<file path="src/rtl/sa_weight_fetch_ctrl_if.sv">
// Bus bundle between the weight-fetch sequencer and its environment (buffer + consumer).
// mem_gnt exists only when SA_WFETCH_STALL_EN is defined.
interface sa_weight_fetch_ctrl_if #(
    parameter int unsigned DW = 8
);
    logic          start;
    logic [3:0]    cnt;
    logic          mem_rd_en;
    logic [DW-1:0] mem_rdata;
`ifdef SA_WFETCH_STALL_EN
    logic          mem_gnt;
`endif
    logic          w_valid;
    logic [3:0]    w_idx;
    logic [DW-1:0] w_data;
    logic          busy;
    logic          done;

`ifdef SA_WFETCH_STALL_EN
    modport master (input start, mem_rdata, mem_gnt,
                    output cnt, mem_rd_en, w_valid, w_idx, w_data, busy, done);
    modport slave  (output start, mem_rdata, mem_gnt,
                    input cnt, mem_rd_en, w_valid, w_idx, w_data, busy, done);
`else
    modport master (input start, mem_rdata,
                    output cnt, mem_rd_en, w_valid, w_idx, w_data, busy, done);
    modport slave  (output start, mem_rdata,
                    input cnt, mem_rd_en, w_valid, w_idx, w_data, busy, done);
`endif
endinterface

</file>
<file path="src/rtl/sa_weight_fetch_ctrl.sv">
// Weight-fetch sequencer: steps cnt 0..NUM_W-1, issues buffer reads, registers returned
// weights tagged with their step index. Optional read stall: define SA_WFETCH_STALL_EN.
module sa_weight_fetch_ctrl #(
    parameter int unsigned DW     = 8,
    parameter int unsigned NUM_W  = 9,
    parameter int unsigned RD_LAT = 1
) (
    input  logic                   clk,
    input  logic                   reset,
    sa_weight_fetch_ctrl_if.master bus
);
    typedef enum logic [1:0] {IDLE, FETCH, DRAIN, DONE} state_t;

    localparam logic [3:0] LAST = 4'(NUM_W - 1);

    state_t            state_q, state_d;
    logic [3:0]        cnt_q, cnt_d;
    logic              mem_rd_en_q, mem_rd_en_d;
    logic              busy_q, busy_d;
    logic              done_q, done_d;
    logic              w_valid_q, w_valid_d;
    logic [3:0]        w_idx_q, w_idx_d;
    logic [DW-1:0]     w_data_q, w_data_d;
    logic [RD_LAT-1:0] pv_q, pv_d;
    logic [3:0]        pi_q [RD_LAT];
    logic [3:0]        pi_d [RD_LAT];
    logic              grant;
    logic              issue;

`ifdef SA_WFETCH_STALL_EN
    assign grant = bus.mem_gnt;
`else
    assign grant = 1'b1;
`endif
    assign issue = mem_rd_en_q & grant;

    always_comb begin
        state_d = state_q;
        case (state_q)
            IDLE:    if (bus.start) state_d = FETCH;
            FETCH:   if (issue && cnt_q == LAST) state_d = DRAIN;
            DRAIN:   if (w_valid_q && w_idx_q == LAST) state_d = DONE;
            DONE:    state_d = IDLE;
            default: state_d = IDLE;
        endcase

        // Outputs are registered from the next state so they line up with state_q.
        cnt_d = '0;
        if (state_d == FETCH) cnt_d = issue ? cnt_q + 4'd1 : cnt_q;
        mem_rd_en_d = (state_d == FETCH);
        busy_d      = (state_d == FETCH) || (state_d == DRAIN);
        done_d      = (state_d == DONE);

        pv_d    = pv_q << 1;
        pv_d[0] = issue;
        pi_d[0] = cnt_q;
        for (int unsigned i = 1; i < RD_LAT; i++) pi_d[i] = pi_q[i-1];

        w_valid_d = pv_q[RD_LAT-1];
        w_idx_d   = w_idx_q;
        w_data_d  = w_data_q;
        if (pv_q[RD_LAT-1]) begin
            w_idx_d  = pi_q[RD_LAT-1];
            w_data_d = bus.mem_rdata;
        end
    end

    always_ff @(posedge clk or posedge reset) begin
        if (reset) begin
            state_q     <= IDLE;
            cnt_q       <= '0;
            mem_rd_en_q <= 1'b0;
            busy_q      <= 1'b0;
            done_q      <= 1'b0;
            w_valid_q   <= 1'b0;
            w_idx_q     <= '0;
            w_data_q    <= '0;
            pv_q        <= '0;
            for (int unsigned i = 0; i < RD_LAT; i++) pi_q[i] <= '0;
        end else begin
            state_q     <= state_d;
            cnt_q       <= cnt_d;
            mem_rd_en_q <= mem_rd_en_d;
            busy_q      <= busy_d;
            done_q      <= done_d;
            w_valid_q   <= w_valid_d;
            w_idx_q     <= w_idx_d;
            w_data_q    <= w_data_d;
            pv_q        <= pv_d;
            pi_q        <= pi_d;
        end
    end

    assign bus.cnt       = cnt_q;
    assign bus.mem_rd_en = mem_rd_en_q;
    assign bus.busy      = busy_q;
    assign bus.done      = done_q;
    assign bus.w_valid   = w_valid_q;
    assign bus.w_idx     = w_idx_q;
    assign bus.w_data    = w_data_q;
endmodule
</file>
<file path="src/flat_wrapper.sv">
// flat-port wrapper written by rule: the top's interface ports become plain ports
module sa_weight_fetch_ctrl_flat 
#(
    parameter int unsigned DW     = 8,
    parameter int unsigned NUM_W  = 9,
    parameter int unsigned RD_LAT = 1
)
  (clk, reset, bus_start, bus_mem_rdata, bus_cnt, bus_mem_rd_en, bus_w_valid, bus_w_idx, bus_w_data, bus_busy, bus_done);
  sa_weight_fetch_ctrl_if #(.DW(DW)) bus_i ();
  input  logic clk;
  input  logic reset;
  input wire logic [$bits(bus_i.start)-1:0] bus_start;
  input wire logic [$bits(bus_i.mem_rdata)-1:0] bus_mem_rdata;
  output wire logic [$bits(bus_i.cnt)-1:0] bus_cnt;
  output wire logic [$bits(bus_i.mem_rd_en)-1:0] bus_mem_rd_en;
  output wire logic [$bits(bus_i.w_valid)-1:0] bus_w_valid;
  output wire logic [$bits(bus_i.w_idx)-1:0] bus_w_idx;
  output wire logic [$bits(bus_i.w_data)-1:0] bus_w_data;
  output wire logic [$bits(bus_i.busy)-1:0] bus_busy;
  output wire logic [$bits(bus_i.done)-1:0] bus_done;
  assign bus_i.start = bus_start;
  assign bus_i.mem_rdata = bus_mem_rdata;
  assign bus_cnt = bus_i.cnt;
  assign bus_mem_rd_en = bus_i.mem_rd_en;
  assign bus_w_valid = bus_i.w_valid;
  assign bus_w_idx = bus_i.w_idx;
  assign bus_w_data = bus_i.w_data;
  assign bus_busy = bus_i.busy;
  assign bus_done = bus_i.done;
  sa_weight_fetch_ctrl #(.DW(DW), .NUM_W(NUM_W), .RD_LAT(RD_LAT)) u_core (.clk(clk), .reset(reset), .bus(bus_i));
endmodule
</file>
<file path="config.mk">
export PLATFORM = sky130hd
export DESIGN_NAME = sa_weight_fetch_ctrl_flat
export DESIGN_NICKNAME = d
export VERILOG_FILES = /design/src/rtl/sa_weight_fetch_ctrl_if.sv /design/src/rtl/sa_weight_fetch_ctrl.sv /design/src/flat_wrapper.sv
export SDC_FILE = /design/constraint.sdc
export NUM_CORES = 1
export LEC_CHECK = 0
export ABC_AREA = 1
export CAP_MARGIN = 20
export CORE_ASPECT_RATIO = 1.5
export CORE_MARGIN = 5
export CORE_UTILIZATION = 49
export CTS_BUF_LIST = sky130_fd_sc_hd__clkbuf_8 sky130_fd_sc_hd__clkbuf_16
export CTS_CLUSTER_SIZE = 40
export DETAILED_ROUTE_END_ITERATION = 8
export PLACE_DENSITY = 0.82
export SYNTH_ARGS = -nofsm -noshare
export SYNTH_HDL_FRONTEND = slang
export SYNTH_SLANG_ARGS = --single-unit
export TNS_END_PERCENT = 5
</file>
<file path="constraint.sdc">
create_clock -name clk -period 3.15 [get_ports clk]
set_input_delay 0.63 -clock clk [delete_from_list [all_inputs] [get_ports clk]]
set_output_delay 0.63 -clock clk [all_outputs]
set_load 0.1 [all_outputs]
</file>
# After elaboration in Yosys (flattened, before gate mapping)
# Cells that the tools add are included.
# word_totals
regBits	27
in_bits	11
out_inout_bits	20
word_cells	30
# op_classes
add_sub_neg	1
eq_ne	9
mux	6
n_reduce_logical	4
# ops
operator	n
equality test 2 bit (second input constant)	4
equality test 4 bit (second input constant)	2
two-way mux 4 bit	2
one-hot mux 2 bit (4 select lines)	1
two-way mux 2 bit	3
adder 4 x 1 -> 4 bit (second input constant)	1
equality test 2 x 1 -> 1 bit (second input constant)	2
logical AND 1 bit	2
logical NOT 2 bit	1
inequality test 2 x 1 -> 1 bit (second input constant)	1
logical OR 1 bit	1

# Logic depth before layout (Yosys ltp)
# logic_depth
depth_word	6
ltp_mapped	11
depth_no_buf	11

# Worst setup path after synthesis
# OpenSTA, ideal clock, no wires.
# synth_path
path_kind	reg-to-reg
start	reg u_core.cnt_q[0], in the netlist u_core.bus.cnt[0]
end	reg u_core.cnt_q[3], in the netlist u_core.bus.cnt[3]
setup_time_ps	114
arrival_ps	2266
t_required_ps	3036
path_slack_ps	770
path_stages_with_launch	12
n_path_buf	0
period_less_slack_ps	2380
path_cell_list	dfrtp_1 > inv_1 > ha_1 > nand3_1 > o21bai_1 > a21oi_1 > ha_1 > nand2_2 > nand3_1 > nand2_1 > inv_1 > nor2_1
# synth_between
elab_chain_cells	6
elab_cells_between_ends	9
classes_between	1 x add/sub; 3 x eq/ne; 4 x mux; 1 x reduce/logical
# synth_lines
item	line_no	rtl
start: declaration	sa_weight_fetch_ctrl.sv:17	logic [3:0] cnt_q, cnt_d;
start signal: assignment	sa_weight_fetch_ctrl.sv:82	cnt_q <= cnt_d;
equality test 4 bit *	sa_weight_fetch_ctrl.sv:41	FETCH: if (issue && cnt_q == LAST) state_d = DRAIN;
logical AND 1 bit *	sa_weight_fetch_ctrl.sv:41	
two-way mux 2 bit *	sa_weight_fetch_ctrl.sv:41	
one-hot mux 2 bit (4 select lines) *	sa_weight_fetch_ctrl.sv:39	case (state_q)
via u_core.state_d[0]	sa_weight_fetch_ctrl.sv:16	state_t state_q, state_d;
equality test 2 x 1 -> 1 bit *	sa_weight_fetch_ctrl.sv:49	if (state_d == FETCH) cnt_d = issue ? cnt_q + 4'd1 : cnt_q;
inequality test 2 x 1 -> 1 bit (no line) or two-way mux 4 bit (tied branches)	n/a	
# Mark *: on every way through the listed nets, which the timed path passes. The rest lies on a longest branch. The select of a mux whose other input is x is not followed.
# A chain may end at the register's enable or synchronous reset.

# Final worst setup path
# Ends and elaborated chain as after synthesis.

==> impl_metrics.ini <==
[synthesis]
syn_area_mm2 = 0.00109
synth.distinct_cells = 16
synth-simple-area-share_pct = 7.72
synth_top_family_by_area = multiplexers
synth_top_area_cell = dfrtp_1
synth_compound_area_share_pct = 3.92
synthAdderAreaFrac_pct = 5.76
synth_area_per_cell_um2 = 12.6
ys_seq_area_share_pct = 62.2
synthTopCellsByArea = dfrtp_1 (62%), mux2_4 (11%), ha_1 (5.8%), inv_1 (5.2%), mux2_2 (3.1%)
synthMuxAreaShare_pct = 14.2
synth_warnings = 0
syn_inst = 86
synth_top_area_share_pct = 62.2
synthXorXnorAreaFrac_pct = 0
syn_nets = 102
ys_ff_latch = 27

[detailed_routing]
dr.pass1.iters = 4
wire_per_inst_um = 14.0
routed_wl_um = 2010
num_vias = 713
drcViolationCount = 0
final_antenna_net_count = 0
routed_via_density = 4.99
drt_iter0_markers = 7

[sta]
drv_slew = 0
max-slew-margin-rel_pct = 56.1
timing.fmax_ghz = 0.539
setup_viol = 0
worst_pin_slew_ns = 0.658
finalClockSkew_ns = 0.00202
finalSetupTns_ns = 0
final.min_clock_period_ns = 1.86
hold_viol = 0
rsz0062_at_grt = no
period_share_pct = 58.9

[clock_network]
root_buffer = clkbuf_8
clock_path_buffers = 2
post_cts_buffers = 0
hold_buffers = 0
cts_tree = done
path_clk_slew_ns = 0.08
clock_latency_ns = 0.26
cts_resized = 0
cts_sinks = 27
htree_levels = 1
cts_buffers = 3

[setup_path]
crit_type = register to register
critical_path.max_fanout = 7
worstPathRequired_ns = 3.31
critPathCaptureType = register
cp.arrival_ns = 2.02
cp-start-kind = register
crit_start = u_core.bus.cnt[0]
reg2reg_from = u_core.bus.cnt[0]

[placement]
dp_cells = 138
post_dp_cell_area_mm2 = 0.00135
port_buffers = 30
post-dp-hpwl_um = 1510
place.gp.congestion = 0.811

[grt]
grt_pass1_wl_um = 3550
grtUsageMet2_pct = 23.5
grtUsageMet3_pct = 2.65
grt_max_degree = 28
grt_pass1_vias = 772
antenna_found_initial = 0
track_usage_pct = 13.8
busiest_layer = met2
grt_use_met1_pct = 16.2
grt.overflow.total = 0

[cells_and_area]
multi_input_area_um2 = 343
layout.nets = 137
stdcell_count = 143
seq_area_um2 = 676
stdcell_area_mm2 = 0.00143
area_delta_synth_final_pct = 31.3
diodes = 0
fillers = 170
layout-drive-gt1-share_pct = 30.0

[floorplanning]
die_y_um = 67.7
start_util_pct = 49.8
num_io_pins = 31
die_x_um = 48.4
core_area_mm2 = 0.00218
fp.dieArea_mm2 = 0.00328
rows = 21

[min_path]
worstHoldStart = u_core.bus.cnt[2]
hold_class = register to register

[outcome]
status = completed

[flow_run]
cap_viol_max_count = 0
[Yosys cell counts (all sizes together)]
master and number:
dfrtp 27, nand3 5, nor2 4, nor3 1
nand4 1, inv 15, buf 1, mux2 11
ha 5, a21oi 2, o21bai 1, o21ai 5
nand2 8
[flip-flops by register name, summed over array words and instances, names as in the netlist]
register              cells
u_core.bus.w_valid        1
u_core.bus.mem_rd_en      1
u_core.bus.w_idx          4
u_core.pi_q               4
u_core.bus.done           1
u_core.bus.cnt            4
u_core.pv_q               1
u_core.bus.w_data         8
u_core.bus.busy           1
u_core.state_q            2
[final cells by class]
class | count | area share [%]
Clock inverter | 1 | 0.263
Tap cell | 23 | 2.02
Clock buffer | 3 | 2.89
Timing Repair Buffer | 31 | 19.5
Inverter | 15 | 3.95
Multi-Input combinational cell | 43 | 24.0
Sequential cell | 27 | 47.4
[metrics by stage]
step,utilization [%],hold slack (ns),setup WS (ns)
global placement,62.1,0.426,1.10
floorplan,-,0.430,0.770
detailed placement,62.1,0.432,1.04
CTS,64.1,0.453,1.30
global route,65.4,0.478,1.11
finish,65.4,0.449,1.29
[cell families (layout without fill, tap and decap cells)]
| kind of cell | count (synthesis) | in the layout |
|---|---|---|
| compound gates | 8 | 8 |
| fa+ha+maj | 5 | 5 |
| buf+inv | 16 | 50 |
| flops | 27 | 27 |
| mux | 11 | 11 |
| simple gates | 19 | 19 |
[worst max-delay path: stages, from the launching register on]
cell      delay, ns
dfrtp_1        0.44
inv_1          0.10
ha_1           0.21
nand3_1        0.07
o21bai_1       0.08
a21oi_1        0.29
ha_1           0.25
nand2_2        0.10
nand3_1        0.10
nand2_1        0.05
inv_1          0.04
nor2_1         0.03
[final timing paths]
path	depth (start not counted)	slack [ns]	to
worst max-delay path	11	1.29	u_core.bus.cnt[3]
worst min-delay path	0	0.45	u_core.pi_q[2]
worst max register to register	11	1.29	u_core.bus.cnt[3]
worst min register to register	0	0.45	u_core.pi_q[2]
max in group asynchronous	3	2.19	u_core.bus.w_idx[0]
min in group asynchronous	2	0.58	u_core.bus.w_data[5]
[cells in the final DEF, fill, tap and decap left out]
cell type         n
a21oi_1           2
clkbuf_8          3
o21ai_0           4
buf_4            20
nand2_1           7
nor2_1            4
clkdlybuf4s50_1  10
ha_1              5
nand2_2           1
nand3_1           5
nand4_1           1
o21bai_1          1
o21ai_1           1
buf_16            1
mux2_2            3
inv_1            16
nor3_1            1
dfrtp_1          27
mux2_4            8
[metal layers]
| layer | up-vias | routed length (um) |
|---|---|---|
| met1 | 351 | 828 |
| met2 | 17 | 1050 |
| met5 | - | 0 |
| li1 | 343 | - |
| met3 | 2 | 95 |
| met4 | 0 | 32 |
Power is left out: the tool's default activity adds up to more than one toggle a clock period on the data nets, which glitch-free logic cannot reach.
